[src/rtl/spi_master_cs_if.sv]
// spi_master_cs_if
//  Groups the byte handshake and the SPI pins of spi_master_cs into one bundle.
//  master modport : the SPI master block (takes TX requests and MISO, drives RX results and SCLK/MOSI/CS_n)
//  slave modport  : whatever sits on the other side (issues TX requests, watches RX results and pins)
//  Signals:
//   i_TX_Count  CW  bytes in the burst, sampled on the first accepted byte
//   i_TX_Byte   8   byte to transmit
//   i_TX_DV     1   byte-valid strobe
//   o_TX_Ready  1   block accepts i_TX_DV this cycle
//   o_RX_DV     1   one-cycle pulse, o_RX_Byte is new
//   o_RX_Byte   8   received byte
//   o_RX_Count  CW  bytes received in the current burst
//   o_SPI_Clk   1   SCLK
//   i_SPI_MISO  1   MISO
//   o_SPI_MOSI  1   MOSI
//   o_SPI_CS_n  1   chip select, active low
interface spi_master_cs_if #(
    parameter int CW = 3
);
    logic [CW-1:0] i_TX_Count;
    logic [7:0]    i_TX_Byte;
    logic          i_TX_DV;
    logic          o_TX_Ready;
    logic          o_RX_DV;
    logic [7:0]    o_RX_Byte;
    logic [CW-1:0] o_RX_Count;
    logic          o_SPI_Clk;
    logic          i_SPI_MISO;
    logic          o_SPI_MOSI;
    logic          o_SPI_CS_n;

    modport master (
        input  i_TX_Count, i_TX_Byte, i_TX_DV, i_SPI_MISO,
        output o_TX_Ready, o_RX_DV, o_RX_Byte, o_RX_Count,
        output o_SPI_Clk, o_SPI_MOSI, o_SPI_CS_n
    );

    modport slave (
        output i_TX_Count, i_TX_Byte, i_TX_DV, i_SPI_MISO,
        input  o_TX_Ready, o_RX_DV, o_RX_Byte, o_RX_Count,
        input  o_SPI_Clk, o_SPI_MOSI, o_SPI_CS_n
    );
endinterface

[src/rtl/spi_master_cs.sv]
// spi_master_cs
//  SPI master with chip-select burst control. Shifts whole bytes MSB-first on MOSI while
//  sampling MISO, keeps CS_n low for a burst of up to MAX_BYTES_PER_CS bytes and then
//  holds CS_n high for CS_INACTIVE_CLKS cycles before accepting the next burst.
//  Ports:
//   i_Clk  system clock, everything on its rising edge
//   i_Rst  synchronous reset, active high, aborts any transfer in progress
//   bus    spi_master_cs_if.master: byte handshake, RX results and the SPI pins
module spi_master_cs #(
    parameter int SPI_MODE          = 0,
    parameter int CLKS_PER_HALF_BIT = 2,
    parameter int MAX_BYTES_PER_CS  = 4,
    parameter int CS_INACTIVE_CLKS  = 2,
    parameter int CW                = $clog2(MAX_BYTES_PER_CS + 1)
) (
    input  logic            i_Clk,
    input  logic            i_Rst,
    spi_master_cs_if.master bus
);
    localparam bit CPOL = (SPI_MODE == 2) || (SPI_MODE == 3);
    localparam bit CPHA = (SPI_MODE == 1) || (SPI_MODE == 3);
    localparam int HW   = $clog2(CLKS_PER_HALF_BIT);
    localparam int GW   = $clog2(CS_INACTIVE_CLKS + 1);

    localparam logic [HW-1:0] HALF_LAST = HW'(CLKS_PER_HALF_BIT - 1);
    localparam logic [GW-1:0] GAP_LAST  = GW'(CS_INACTIVE_CLKS - 1);
    localparam logic [CW-1:0] MAX_CNT   = CW'(MAX_BYTES_PER_CS);

    typedef enum logic [1:0] {IDLE, XFER, WAIT_BYTE, CS_GAP} state_t;

    state_t        state;
    logic [HW-1:0] clk_cnt;
    logic [4:0]    edge_cnt;
    logic [GW-1:0] gap_cnt;
    logic [7:0]    tx_shift;
    logic [7:0]    rx_shift;
    logic [CW-1:0] burst_len;
    logic [CW-1:0] next_count;
    logic          leading_edge;

    logic          spi_clk;
    logic          spi_mosi;
    logic          spi_cs_n;
    logic          tx_ready;
    logic          rx_dv;
    logic [7:0]    rx_byte;
    logic [CW-1:0] rx_count;

    assign next_count   = rx_count + CW'(1);
    // Odd-numbered SCLK edges (1st, 3rd, ...) are the leading edges of each bit.
    assign leading_edge = ~edge_cnt[0];

    // Burst FSM. In CPHA=0 the first bit is put on MOSI when the byte is taken, so the
    // shift register keeps only the remaining bits; in CPHA=1 the first leading edge
    // drives bit 7, so the whole byte is kept.
    always_ff @(posedge i_Clk) begin
        if (i_Rst) begin
            state     <= IDLE;
            spi_clk   <= CPOL;
            spi_cs_n  <= 1'b1;
            spi_mosi  <= 1'b0;
            tx_ready  <= 1'b1;
            rx_dv     <= 1'b0;
            rx_byte   <= '0;
            rx_count  <= '0;
            clk_cnt   <= '0;
            edge_cnt  <= '0;
            gap_cnt   <= '0;
            tx_shift  <= '0;
            rx_shift  <= '0;
            burst_len <= '0;
        end else begin
            rx_dv <= 1'b0;
            case (state)
                IDLE: begin
                    if (bus.i_TX_DV && tx_ready && (bus.i_TX_Count != '0)) begin
                        burst_len <= (bus.i_TX_Count > MAX_CNT) ? MAX_CNT : bus.i_TX_Count;
                        rx_count  <= '0;
                        spi_cs_n  <= 1'b0;
                        tx_ready  <= 1'b0;
                        clk_cnt   <= '0;
                        edge_cnt  <= '0;
                        tx_shift  <= CPHA ? bus.i_TX_Byte : {bus.i_TX_Byte[6:0], 1'b0};
                        if (!CPHA) spi_mosi <= bus.i_TX_Byte[7];
                        state     <= XFER;
                    end
                end

                XFER: begin
                    if (edge_cnt == 5'd16) begin
                        rx_dv    <= 1'b1;
                        rx_byte  <= rx_shift;
                        rx_count <= next_count;
                        if (next_count < burst_len) begin
                            tx_ready <= 1'b1;
                            state    <= WAIT_BYTE;
                        end else begin
                            spi_cs_n <= 1'b1;
                            gap_cnt  <= '0;
                            state    <= CS_GAP;
                        end
                    end else if (clk_cnt == HALF_LAST) begin
                        clk_cnt  <= '0;
                        spi_clk  <= ~spi_clk;
                        edge_cnt <= edge_cnt + 5'd1;
                        // Leading edge shifts out in CPHA=1 and samples in CPHA=0;
                        // the trailing edge does the opposite.
                        if (leading_edge == CPHA) begin
                            spi_mosi <= tx_shift[7];
                            tx_shift <= {tx_shift[6:0], 1'b0};
                        end else begin
                            rx_shift <= {rx_shift[6:0], bus.i_SPI_MISO};
                        end
                    end else begin
                        clk_cnt <= clk_cnt + HW'(1);
                    end
                end

                WAIT_BYTE: begin
                    if (bus.i_TX_DV) begin
                        tx_ready <= 1'b0;
                        clk_cnt  <= '0;
                        edge_cnt <= '0;
                        tx_shift <= CPHA ? bus.i_TX_Byte : {bus.i_TX_Byte[6:0], 1'b0};
                        if (!CPHA) spi_mosi <= bus.i_TX_Byte[7];
                        state    <= XFER;
                    end
                end

                CS_GAP: begin
                    if (gap_cnt == GAP_LAST) begin
                        tx_ready <= 1'b1;
                        state    <= IDLE;
                    end else begin
                        gap_cnt <= gap_cnt + GW'(1);
                    end
                end

                default: state <= IDLE;
            endcase
        end
    end

    assign bus.o_SPI_Clk  = spi_clk;
    assign bus.o_SPI_MOSI = spi_mosi;
    assign bus.o_SPI_CS_n = spi_cs_n;
    assign bus.o_TX_Ready = tx_ready;
    assign bus.o_RX_DV    = rx_dv;
    assign bus.o_RX_Byte  = rx_byte;
    assign bus.o_RX_Count = rx_count;
endmodule

[src/flat_wrapper.sv]
// flat-port wrapper written by rule: the top's interface ports become plain ports
module spi_master_cs_flat 
#(
    parameter int SPI_MODE          = 0,
    parameter int CLKS_PER_HALF_BIT = 2,
    parameter int MAX_BYTES_PER_CS  = 4,
    parameter int CS_INACTIVE_CLKS  = 2,
    parameter int CW                = $clog2(MAX_BYTES_PER_CS + 1)
)
  (i_Clk, i_Rst, bus_i_TX_Count, bus_i_TX_Byte, bus_i_TX_DV, bus_i_SPI_MISO, bus_o_TX_Ready, bus_o_RX_DV, bus_o_RX_Byte, bus_o_RX_Count, bus_o_SPI_Clk, bus_o_SPI_MOSI, bus_o_SPI_CS_n);
  spi_master_cs_if #(.CW(CW)) bus_i ();
  input  logic i_Clk;
  input  logic i_Rst;
  input wire logic [$bits(bus_i.i_TX_Count)-1:0] bus_i_TX_Count;
  input wire logic [$bits(bus_i.i_TX_Byte)-1:0] bus_i_TX_Byte;
  input wire logic [$bits(bus_i.i_TX_DV)-1:0] bus_i_TX_DV;
  input wire logic [$bits(bus_i.i_SPI_MISO)-1:0] bus_i_SPI_MISO;
  output wire logic [$bits(bus_i.o_TX_Ready)-1:0] bus_o_TX_Ready;
  output wire logic [$bits(bus_i.o_RX_DV)-1:0] bus_o_RX_DV;
  output wire logic [$bits(bus_i.o_RX_Byte)-1:0] bus_o_RX_Byte;
  output wire logic [$bits(bus_i.o_RX_Count)-1:0] bus_o_RX_Count;
  output wire logic [$bits(bus_i.o_SPI_Clk)-1:0] bus_o_SPI_Clk;
  output wire logic [$bits(bus_i.o_SPI_MOSI)-1:0] bus_o_SPI_MOSI;
  output wire logic [$bits(bus_i.o_SPI_CS_n)-1:0] bus_o_SPI_CS_n;
  assign bus_i.i_TX_Count = bus_i_TX_Count;
  assign bus_i.i_TX_Byte = bus_i_TX_Byte;
  assign bus_i.i_TX_DV = bus_i_TX_DV;
  assign bus_i.i_SPI_MISO = bus_i_SPI_MISO;
  assign bus_o_TX_Ready = bus_i.o_TX_Ready;
  assign bus_o_RX_DV = bus_i.o_RX_DV;
  assign bus_o_RX_Byte = bus_i.o_RX_Byte;
  assign bus_o_RX_Count = bus_i.o_RX_Count;
  assign bus_o_SPI_Clk = bus_i.o_SPI_Clk;
  assign bus_o_SPI_MOSI = bus_i.o_SPI_MOSI;
  assign bus_o_SPI_CS_n = bus_i.o_SPI_CS_n;
  spi_master_cs #(.SPI_MODE(SPI_MODE), .CLKS_PER_HALF_BIT(CLKS_PER_HALF_BIT), .MAX_BYTES_PER_CS(MAX_BYTES_PER_CS), .CS_INACTIVE_CLKS(CS_INACTIVE_CLKS), .CW(CW)) u_core (.i_Clk(i_Clk), .i_Rst(i_Rst), .bus(bus_i));
endmodule
[config.mk]
export PLATFORM = sky130hd
export DESIGN_NAME = spi_master_cs_flat
export DESIGN_NICKNAME = d
export VERILOG_FILES = /design/src/rtl/spi_master_cs_if.sv /design/src/rtl/spi_master_cs.sv /design/src/flat_wrapper.sv
export SDC_FILE = /design/constraint.sdc
export NUM_CORES = 1
export LEC_CHECK = 0
export ABC_AREA = 1
export CORE_MARGIN = 1
export CORE_UTILIZATION = 40
export CTS_BUF_LIST = sky130_fd_sc_hd__clkbuf_8 sky130_fd_sc_hd__clkbuf_16
export DETAILED_ROUTE_END_ITERATION = 6
export SLEW_MARGIN = 20
export SYNTH_ARGS = -nofsm -noshare
export SYNTH_HDL_FRONTEND = slang
export SYNTH_SLANG_ARGS = --single-unit
[constraint.sdc]
create_clock -name i_Clk -period 4.32 [get_ports i_Clk]
set_clock_uncertainty 0.15 [all_clocks]
set_input_delay 0.432 -clock i_Clk [delete_from_list [all_inputs] [get_ports i_Clk]]
set_output_delay 0.432 -clock i_Clk [all_outputs]
set_load 0.01 [all_outputs]
==> metrics.csv <==
stage;metric;value;unit
synth;Post-Synth Simple-Gate Area;24.9;%
synth;count of state elements after synthesis;44;
worst_hold_path;Hold Path Sink;u_core.bus.o_RX_Byte[7];
finish;fillers;543;
power;Peak supply drop;297;uV
sta;setup TNS;0;ps
synth;register area share after synthesis;42.2;%
synth;largest family of logic cells by synthesized area;simple AND/OR/NAND/NOR gates;
clock_network;CTS Sinks;44;
clock_network;CTS resizes;0;
synth;top-area cell type share of the netlist area;42.2;%
synth;Gate Count Post-Synth;285;
worst_setup_path;worst path cell trace;ha_1 -> xor2_1 -> ha_1 -> a21oi_1 -> nand2_1 -> o21ai_0 -> nand2_1 -> o21ai_0 -> nor2_1;
routing;vias per inst;4.59;
worst_setup_path;critical path startpoint category;flip-flop;
sta;final hold violations;0;
place;PortBufs;30;
clock_network;Num CTS Buffers;5;
clock_network;clock-pin slew on the worst setup and hold paths;90;ps
worst_setup_path;slowest CP cell;dfxtp_1;
clock_network;Clock Path Buffers;2;
worst_hold_path;hold path cells;2;
sta;fin crit share;50.7;%
worst_hold_path;HP Start;u_core.rx_shift[7];
global_routing;vias in the first global route;1578;
worst_setup_path;worst path required time;4360;ps
die;Die Height;74.2;um
power;Logic pwr share;39.5;%
synth;count of cell types in the netlist;24;
power;Seq pwr share;38.4;%
finish;Core Util, Final;51.0;%
sta;Final min period;2190;ps
worst_setup_path;worst path bufs/invs;0;
worst_setup_path;Critical Path Start;u_core.bus.o_RX_Count[0];
finish;commonest non-fill, non-tap cell in the layout;nand2_1;
finish;commonest cells after routing, fill and taps aside;59 x nand2_1, 44 x dfxtp_1, 38 x inv_1;
power;clock power share;22.1;%
sta;RSZ-0062 raised after global routing;false;
power;Int Power;897;uW
worst_setup_path;worst reg2reg path endpoint;u_core.gap_cnt[1];
routing;detailed-route DRC error count;0;
worst_setup_path;CP max FO;5;
finish;Multi-input gate area;955;um^2
routing;1st-pass router iterations;4;
worst_setup_path;crit-path max cell delay;410;ps
power;P_leak;1.11;nW
worst_setup_path;Critical Path End Type;flip-flop;
synth;mux cell area share after synthesis;0;%
synth;XOR/XNOR Fraction of Synth Area;1.26;%
die;Core Area;4880;um^2
worst_setup_path;CP Data Arrival Time;2230;ps
sta;Fmax achieved;0.457;GHz
worst_setup_path;FF-to-FF Start;u_core.bus.o_RX_Count[0];
die;io pins;31;
synth;syn_area_per_cell;7.32;um^2
global_routing;initial antenna violation count;0;
status;status;finished, final reports clean;
sta;max-slew violation count;0;
place;DPL Wire Length;2730;um
routing;drt wl/cell;10.6;um
clock_network;later-pin clock latency in the skew report;300;ps
routing;DRT Wirelength;4030;um
finish;share of layout cells above drive strength 1;5.43;%
synth;Cell Area, Synth;2090;um^2
sta;# setup viols final;0;
sta;Worst Max-Slew Pin Slew;1010;ps
synth;synthesized net count;306;
routing;routed vias;1745;
global_routing;first-pass GRT wire length;6740;um
sta;slew margin rel.;32.7;%
worst_setup_path;flop2flop setup slack;2130;ps
die;Starting Density;42.7;%
finish;area delta synth->final;19.3;%
power;Power Density;591;nW/um^2
global_routing;GRT Overall Usage;16.3;%
clock_network;# hold bufs at CTS;0;
synth;Synth Area in Compound Gates;16.0;%
finish;ANT cells;0;
worst_setup_path;critical path class;reg2reg;
routing;Initial DRC Count;81;
worst_setup_path;R2R depth;9;
job;max_cap viols;0;
die;die width;74.2;um
synth;Synth area leaders;dfxtp_1 42%, nand2_1 11%, o21ai_0 7.9%;
global_routing;total congestion overflow;0;
power;Sw Ratio;39.0;%
finish;Sequential Area;881;um^2
clock_network;postcts setup bufs;0;
synth;Ys Warns;0;
synth;post-synthesis adder-cell area fraction;3.60;%
finish;NumNets Final;333;
clock_network;CTS tree;yes;
place;GP Congestion;0.763;
die;row cnt;25;
clock_network;Root Buffer;clkbuf_8;
clock_network;CTS H-tree lvls;2;
power;P_sw;574;uW
synth;area leader, netlist;dfxtp_1;
die;Die Area;5510;um^2
global_routing;largest net degree at the start of global routing;39;
worst_hold_path;Hold Path Class;reg2reg;
routing;antenna viol nets, final;0;
worst_setup_path;Crit path max-delay family;compound AO/OA/AOI/OAI gates;
[synth_stat cells]
library cell   n
buf_8          1
a21oi_1       30
nand2_1       59
buf_6          3
nand3b_1       2
nor2_4         1
buf_2          1
o21ai_2        1
inv_2          3
xor2_1         2
ha_1           6
xnor2_1        1
dfxtp_1       44
o21ai_0       33
o211a_1        1
inv_1         38
nand3_1       15
clkbuf_8       2
nor2_1        34
nand3_2        2
nand4_1        1
clkbuf_4       1
nand4_4        2
clkbuf_1       2
[worst reg2reg max path, cell delays in order, from the launching register on]
cell and delay (ps):
dfxtp_1 410, ha_1 180, xor2_1 220, ha_1 280
a21oi_1 140, nand2_1 130, o21ai_0 350, nand2_1 80
o21ai_0 90, nor2_1 50
[registers in the layout, summed over array words and instances, names as in the netlist]
name,cells
u_core.bus.o_RX_Byte,8
u_core.rx_shift,8
u_core.tx_shift,7
u_core.edge_cnt,5
u_core.burst_len,3
u_core.bus.o_RX_Count,3
u_core.gap_cnt,2
u_core.state,2
u_core.bus.o_RX_DV,1
u_core.bus.o_SPI_CS_n,1
u_core.bus.o_SPI_Clk,1
u_core.bus.o_SPI_MOSI,1
u_core.bus.o_TX_Ready,1
u_core.clk_cnt,1
[power by group through the flow]
| stage | combinational [mW] | clock, mW | sequential, mW |
|---|---|---|---|
| 2_1_floorplan | 0.453 | 0 | 0.576 |
| 3_3_place_gp | 0.581 | 0 | 0.574 |
| 3_5_place_dp | 0.589 | 0 | 0.574 |
| 4_1_cts | 0.591 | 0.334 | 0.565 |
| 5_1_grt | 0.676 | 0.350 | 0.577 |
| 6_report | 0.581 | 0.326 | 0.565 |
[cells by family after synthesis]
family	count (synthesis)
XOR/XNOR	3
AND/OR/NAND/NOR	116
AO/OA/AOI/OAI	65
flip-flops	44
buffers and inverters	51
adder cells (fa/ha/maj)	6
[layer usage]
layer,vias to the layer above,routed length [um],global-route usage (%)
met1,762,2010,19.8
li1,958,-,-
met5,-,0,0
met3,4,123,5.28
met4,0,59,6.29
met2,21,1840,26.8
[stage by stage]
step           power [mW]  hold slack (ps)  setup WS (ps)  area, um^2  cells
2_1_floorplan        1.03              280           2380        2090    285
3_3_place_gp         1.16              293           1810        2370    372
3_5_place_dp         1.16              304           1800        2370    372
4_1_cts              1.49              317           2110        2490    380
5_1_grt              1.60              344           1870        2490    380
6_report             1.47              311           2130        2490    380
[layout make-up]
cell class	instances	share of cell area (%)
inverter	41	6.18
clock buffer	5	2.77
clock inverter	3	1.86
timing repair buffer	30	12.1
tap	67	3.37
sequential	44	35.4
multi-input combinational	190	38.4
[worst max path at each step]
stage | to | slack [ps] | cells past startpoint
after global routing | u_core.gap_cnt[0] | 1870 | 9
after detailed placement | u_core.rx_shift[3] | 1800 | 4
final | u_core.gap_cnt[1] | 2130 | 9
after floorplan | u_core.gap_cnt[1] | 2380 | 9
after global placement | u_core.bus.o_RX_Byte[7] | 1810 | 4
after CTS | u_core.bus.o_RX_Byte[1] | 2110 | 4
Note: power is estimated with default switching activity, not from simulation.
